`config.mk`:
```
export PLATFORM = sky130hd
export DESIGN_NAME = uncached_bridge
export DESIGN_NICKNAME = d
export VERILOG_FILES = /design/src/rtl/uncached_bridge.sv
export SDC_FILE = /design/constraint.sdc
export NUM_CORES = 1
export LEC_CHECK = 0
export ABC_AREA = 1
export CAP_MARGIN = 20
export CORE_ASPECT_RATIO = 1.4
export CORE_MARGIN = 2
export CORE_UTILIZATION = 44
export CTS_CLUSTER_SIZE = 8
export DETAILED_ROUTE_END_ITERATION = 10
export PLACE_DENSITY_LB_ADDON = 0.3
export SYNTH_ARGS = -nofsm -noshare
export SYNTH_HDL_FRONTEND = slang
export SYNTH_SLANG_ARGS = --single-unit
```
`constraint.sdc`:
```
create_clock -name clk -period 5.1 [get_ports clk]
set_input_delay 0.51 -clock clk [delete_from_list [all_inputs] [get_ports clk]]
set_output_delay 0.51 -clock clk [all_outputs]
set_load 0.01 [all_outputs]
```
`src/rtl/uncached_bridge.sv`:
```
// Uncached access bridge: accepts one CPU uncached request at a time and
// replays it on an SRAM-like bus (request/addr_ok, then data_ok), returning a
// single-cycle cpu_ack with read data. All outputs decode registered state only.
//
// Handshake summary: cpu_req is held with stable fields until cpu_ack; the
// bridge holds bus_req and all bus fields stable until bus_addr_ok; the
// response is taken on the first bus_data_ok at or after address acceptance;
// data_ok seen in IDLE/RESP, or in ADDR without addr_ok, is dropped.
module uncached_bridge #(
  parameter int ADDR_W = 32,
  parameter int DATA_W = 32
) (
  input  logic                clk,
  input  logic                rst,
  // CPU side
  input  logic                cpu_req,
  input  logic                cpu_wr,
  input  logic [1:0]          cpu_size,
  input  logic [ADDR_W-1:0]   cpu_paddr,
  input  logic [DATA_W-1:0]   cpu_wdata,
  input  logic [DATA_W/8-1:0] cpu_wstrb,
  output logic [DATA_W-1:0]   cpu_rdata,
  output logic                cpu_ack,
  output logic                busy,
  // Bus side
  output logic                bus_req,
  output logic                bus_wr,
  output logic [1:0]          bus_size,
  output logic [ADDR_W-1:0]   bus_addr,
  output logic [DATA_W/8-1:0] bus_wstrb,
  output logic [DATA_W-1:0]   bus_wdata,
  input  logic                bus_addr_ok,
  input  logic                bus_data_ok,
  input  logic [DATA_W-1:0]   bus_rdata,
  // Status
  output logic [31:0]         xfer_cnt,
  output logic [1:0]          dbg_state_o
);

  localparam int STRB_W = DATA_W / 8;

  typedef enum logic [1:0] {
    IDLE = 2'd0,
    ADDR = 2'd1,
    WAIT = 2'd2,
    RESP = 2'd3
  } state_e;

  state_e              state_q;
  logic                wr_q;
  logic [1:0]          size_q;
  logic [ADDR_W-1:0]   paddr_q;
  logic [DATA_W-1:0]   wdata_q;
  logic [STRB_W-1:0]   wstrb_q;
  logic [DATA_W-1:0]   rdata_q;
  logic [31:0]         cnt_q;

  // Transaction FSM plus request latch, read-data capture and completion counter
  always_ff @(posedge clk or posedge rst) begin
    if (rst) begin
      state_q <= IDLE;
      wr_q    <= 1'b0;
      size_q  <= 2'd0;
      paddr_q <= '0;
      wdata_q <= '0;
      wstrb_q <= '0;
      rdata_q <= '0;
      cnt_q   <= 32'd0;
    end else begin
      case (state_q)
        IDLE: begin
          if (cpu_req) begin
            wr_q    <= cpu_wr;
            size_q  <= cpu_size;
            paddr_q <= cpu_paddr;
            wdata_q <= cpu_wdata;
            wstrb_q <= cpu_wstrb;
            // Cleared so a write completes with zero read data
            rdata_q <= '0;
            state_q <= ADDR;
          end
        end
        ADDR: begin
          if (bus_addr_ok) begin
            if (bus_data_ok) begin
              if (!wr_q) rdata_q <= bus_rdata;
              state_q <= RESP;
            end else begin
              state_q <= WAIT;
            end
          end
        end
        WAIT: begin
          if (bus_data_ok) begin
            if (!wr_q) rdata_q <= bus_rdata;
            state_q <= RESP;
          end
        end
        RESP: begin
          // 32-bit counter wraps naturally
          cnt_q   <= cnt_q + 32'd1;
          state_q <= IDLE;
        end
        default: state_q <= IDLE;
      endcase
    end
  end

  // Outputs are pure decodes of registered state
  always_comb begin
    bus_req     = (state_q == ADDR);
    bus_wr      = wr_q;
    bus_size    = size_q;
    bus_addr    = paddr_q;
    bus_wdata   = wdata_q;
    bus_wstrb   = wr_q ? wstrb_q : '0;
    cpu_ack     = (state_q == RESP);
    cpu_rdata   = (state_q == RESP) ? rdata_q : '0;
    busy        = (state_q != IDLE);
    xfer_cnt    = cnt_q;
    dbg_state_o = state_q;
  end

endmodule
```
==> results of run 1 <==
## critical path, stage by stage, from the launching register on
cell	delay [ps]
dfrtp_1	440
ha_2	770
nand2_1	150
inv_1	130
clkdlybuf4s50_1	570
## metal layers
layer  vias up  wire [um]  global-route usage [%]
li1       2491          -                       -
met1      2409       6140                    24.3
met2       197       9280                    40.9
met3        21       1400                    8.24
met4         0        359                    8.96
met5         -          0                       0
## state kept, by name, indices dropped and copies added (netlist names)
name,count
bus_addr,32
dbg_state_o,2
bus_wr,1
xfer_cnt,32
wstrb_q,4
bus_size,2
bus_wdata,32
rdata_q,32
## power groups by stage
stage,Sequential [mW],Clock (mW),Combinational [mW]
detailed placement,1.77,0,2.25
floorplan,1.87,0,1.03
CTS,1.76,1.30,2.27
global route,1.81,1.35,2.43
finish,1.76,1.27,2.23
global placement,1.75,0,2.20
## per-stage QoR
stage                     util, %  cells  cell area, sq um
after global placement       64.0   1043              8860
after global routing         68.6   1076              9500
after detailed placement     64.0   1043              8860
after CTS                    68.4   1075              9480
after floorplan                 -    628              6220
final                        68.6   1077              9510
## placed cells by master, fill, tap and decap left out, drive strengths merged
cell type,n
nor2,37
inv,73
nand3,16
xor2,10
xnor2,4
nand4,12
clkinvlp,3
clkinv,5
clkdlybuf4s50,247
dfrtp,137
clkbuf,19
ha,7
a21oi,4
mux2,71
buf,5
nand3b,9
nand2,194
diode,1
o22ai,1
bufinv,3
o21ai,34
## worst paths after layout
path                                                  from  slack (ps)                   endpoint
worst max-delay path            dbg_state_o[1]$_DFFE_PP0P_        2130              cpu_rdata[28]
worst min-delay path                                   rst         390   bus_wdata[7]$_DFFE_PP0P_
worst max register to register  dbg_state_o[0]$_DFFE_PP0P_        2580   bus_addr[31]$_DFFE_PP0P_
worst min register to register      rdata_q[2]$_DFFE_PP0P_         490     rdata_q[2]$_DFFE_PP0P_
max in group asynchronous                              rst        3600  bus_wdata[15]$_DFFE_PP0P_
min in group clk                    rdata_q[2]$_DFFE_PP0P_         490     rdata_q[2]$_DFFE_PP0P_
## cells by family after synthesis
logic type	Yosys count	synth area share, %
AND/OR/NAND/NOR	268	19.6
flip-flops	137	55.1
buffers and inverters	92	5.95
multiplexers	71	12.8
AO/OA/AOI/OAI	39	3.16
XOR/XNOR	14	1.97
adder cells (fa/ha/maj)	7	1.41
## cell type report
type / instances / area [sq um]
antenna: 1 / 2.50
clock buffer: 19 / 443
clock inverter: 13 / 170
fill: 1059 / 4340
inverter: 71 / 272
multi-input combinational: 399 / 2430
sequential: 137 / 3430
tap: 185 / 231
timing repair buffer: 252 / 2530
==> out/metrics.cfg, run 1 <==
[floorplanning]
start_util_pct=44.9
rows=51
die-width_um=105
die_height_um=145
dieArea_sq_mm=0.0151
core_sq_mm=0.0138
ios=248

[power]
p_clk_share_pct=24.2
p_leak_nw=4.50
cellPowerDensity_mw_per_mm2=553
seqPwrFrac_pct=33.4
power.switching_mw=1.78
power_mw=5.26
p_int_mw=3.48
ir_worst_vdd_mv=0.476
pwr-share-comb_pct=42.4
sw_frac_of_total_pct=33.8

[routing]
wl_per_cell_um=16.0
ant_nets=0
drc=0
vias=5118
viasPerCell=4.75
detail_route.iter0.violations=235
wl_mm=17.2
dr.pass1.iters=4

[run_status]
status=finished clean

[synth]
ys_ff_latch=137
synthTopCellsByArea=dfrtp_1, mux2_2, nand2_1, inv_1, o21ai_1
yosys.area.top_type=dfrtp_1
synth_area_sq_mm=0.00622
yosysMostFrequentCell=nand2_1
synth_cell_type_count=24
synthFlopType=dfrtp_1
syn_area_per_cell_sq_um=9.91
syn_nets=743
yosys.area.top_type_share_pct=55.1
yosys-top-cells-count=nand2_1, dfrtp_1, mux2_2
ys_seq_area_share_pct=55.1
yosysWarningCount=0
synthArstFlopShare_pct=100
synth_edf_count=0
synthCells=628

[sta]
rsz0062_at_grt=no
finClkSkew_ps=12.9
final.min_clock_period_ps=2970
tightest_slew_ps=823
hold_violations=0
finalSetupTns_ps=0
slew_headroom_pct=45.2
fin_ws_ps=2130
maxSlewViolCount=0
setup_viol=0
hold_slack_ps=394
finalCritPeriodShare_pct=58.2
fmax_mhz=337

[clocking]
cts_tree=yes
cts_resized=0
cts_buffer_depth=2
clock_sinks=137
cts_made_buffers=17
cts-root-buf=clkbuf_16
insertion_delay_ps=410
hold_buffers=0
htreeDepth=4
cts_setup_buffers=0
cts.clk_slew.worst_paths_ps=60

[placed_design]
globalplace.congestion=0.865
dp_hpwl_mm=12.4
io_buffers=247
dp_slack_ps=2400

[worst_hold_path]
min_path_type=in2async

[finish]
drive_above_1_share_pct=14.9
synthToLayoutAreaGrowth_pct=52.8
nNetsFinal=993

[critical_path]
cp-start-kind=register
cp_data_arrival_time_ps=2460
worstPathRequired_ps=4590
r2r_cells=5
cp_max_fo=40
endpoint_kind=output port
path_class=reg2out

[grt]
track_usage_pct=22.7
grt_pass1_vias=5194
overflow=0
grt_pass1_wl_mm=26.6
grt_max_degree=110
antenna_found_initial=2

[run]
maxCapViolations=0

(Power assumes the default switching activity.)
==> run 2, diff against run 1 <==
Settings changed: CORE_UTILIZATION 44 to 40.
Clock period 5.1 ns to 2.43 ns, I/O delays scaled along.
==> run 2 against run 1 <==
Power increased by 110%; utilization shrank 5.3 points; sequential power rose by 110%; first-iteration DRC count is 44% lower; highest routed layer unchanged.
==> out/metrics.cfg, run 2 (synthesis results as in run 1) <==
[routing]
viasPerCell=4.73
dr.pass1.iters=6
vias=5132
drc=0
ant_nets=0
wl_per_cell_um=15.4
wl_mm=16.7
detail_route.iter0.violations=132

[floorplanning]
start_util_pct=41.2
dieArea_sq_mm=0.0166
core_sq_mm=0.0151
die_height_um=152
rows=53
die-width_um=109
ios=248

[clocking]
cts_buffer_depth=2
htreeDepth=4
cts_tree=yes
insertion_delay_ps=420
cts_setup_buffers=0
hold_buffers=0
clock_sinks=137
cts-root-buf=clkbuf_16
cts_resized=0
cts.clk_slew.worst_paths_ps=60
cts_made_buffers=17

[critical_path]
cp-start-kind=register
timing.rr.start=dbg_state_o[0]$_DFFE_PP0P_
path_cells=ha_1 > buf_12 > nand2_1 > inv_1 > clkdlybuf4s50_1
cpPeakStageDelay_ps=560
cp_max_fo=40
critPathSlowestCell=clkdlybuf4s50_1
cp-startpoint=dbg_state_o[1]$_DFFE_PP0P_
worstPathRequired_ps=2190
cp_data_arrival_time_ps=1990
endpoint_kind=output port
path_class=reg2out

[worst_hold_path]
min_path_type=in2async

[power]
p_leak_nw=4.54
ir_worst_vdd_mv=0.763
cellPowerDensity_mw_per_mm2=1170

[grt]
overflow=0
grt_max_degree=65
grt_pass1_wl_mm=26.5
track_usage_pct=20.9
antenna_found_initial=0
grt_pass1_vias=5330

[placed_design]
dp_hpwl_mm=12.0
dp_slack_ps=596
globalplace.congestion=0.814
io_buffers=247

[sta]
final.min_clock_period_ps=2230
finClkSkew_ps=12.4
finalCritPeriodShare_pct=91.9
maxSlewViolCount=0
hold_violations=0
slew_headroom_pct=59.8
finalSetupTns_ps=0
fmax_mhz=448
rsz0062_at_grt=no
setup_viol=0
tightest_slew_ps=603
fin_ws_ps=197

[finish]
drive_above_1_share_pct=15.0
final_common_cell=clkdlybuf4s50_1
n_antenna_cell=0
nFillCells=1253
nNetsFinal=995
synthToLayoutAreaGrowth_pct=53.9
final_util_pct=63.3
final_cell_mix=clkdlybuf4s50_1, nand2_1, dfrtp_1

[run_status]
status=finished clean

[run]
maxCapViolations=0

run 2: changes by cell type in the layout (fill, tap and decap cells not counted), sizes merged:
cell,change
diode,-1
clkinv,+1
buf,+2
bufinv,+1
clkbuf,-2
inv,-1
run 2: layout make-up:
type / instances / area [sq um] / share of cell area [%]
Multi-Input combinational cell: 399 / 2430 / 25.3
Tap cell: 192 / 240 / 2.51
Clock buffer: 17 / 425 / 4.44
Clock inverter: 14 / 198 / 2.06
Sequential cell: 137 / 3430 / 35.8
Timing Repair Buffer: 254 / 2590 / 27.0
Inverter: 71 / 270 / 2.82
run 2: layer usage:
| layer | up-vias | share of wire, % | track usage, % |
|---|---|---|---|
| li1 | 2494 | - | - |
| met1 | 2418 | 37 | 22.3 |
| met2 | 193 | 51 | 36.9 |
| met3 | 27 | 9.5 | 8.34 |
| met4 | 0 | 2.1 | 7.66 |
| met5 | - | 0 | 0 |
run 2: path summary, 6_finish.rpt:
path	end	slack, ps	depth (start not counted)
max in group asynchronous	xfer_cnt[11]$_DFFE_PP0N_	1560	3
setup / recovery	cpu_rdata[6]	200	5
hold / removal	xfer_cnt[26]$_DFFE_PP0N_	190	2
hold reg to reg	rdata_q[30]$_DFFE_PP0P_	490	2
setup reg to reg	rdata_q[10]$_DFFE_PP0P_	560	7
min in group clk	rdata_q[14]$_DFFE_PP0P_	380	3
run 2: critical path: cells and delay by family, from the launching register on:
kind	cells	cell delay [ps]
adders and majority gates	1	230
buffers and inverters	3	830
and+or+nand+nor	1	70
DFF	1	430
run 2: per-stage QoR:
| step | cells | instance area [sq um] | power [mW] | hold WS (ps) |
|---|---|---|---|---|
| 2_1_floorplan | 628 | 6230 | 6.11 | 382 |
| 3_3_place_gp | 1053 | 8950 | 8.40 | 472 |
| 3_5_place_dp | 1053 | 8950 | 8.51 | 479 |
| 4_1_cts | 1084 | 9580 | 11.3 | 205 |
| 5_1_grt | 1084 | 9580 | 11.9 | 226 |
| 6_report | 1084 | 9580 | 11.2 | 193 |
run 2: where the power goes:
| group | internal, mW | switching [mW] | total, mW |
|---|---|---|---|
| Combinational | 2.53 | 2.19 | 4.72 |
| Clock | 1.72 | 1.03 | 2.75 |
| Sequential | 3.17 | 0.528 | 3.70 |
| Total | 7.42 | 3.75 | 11.2 |
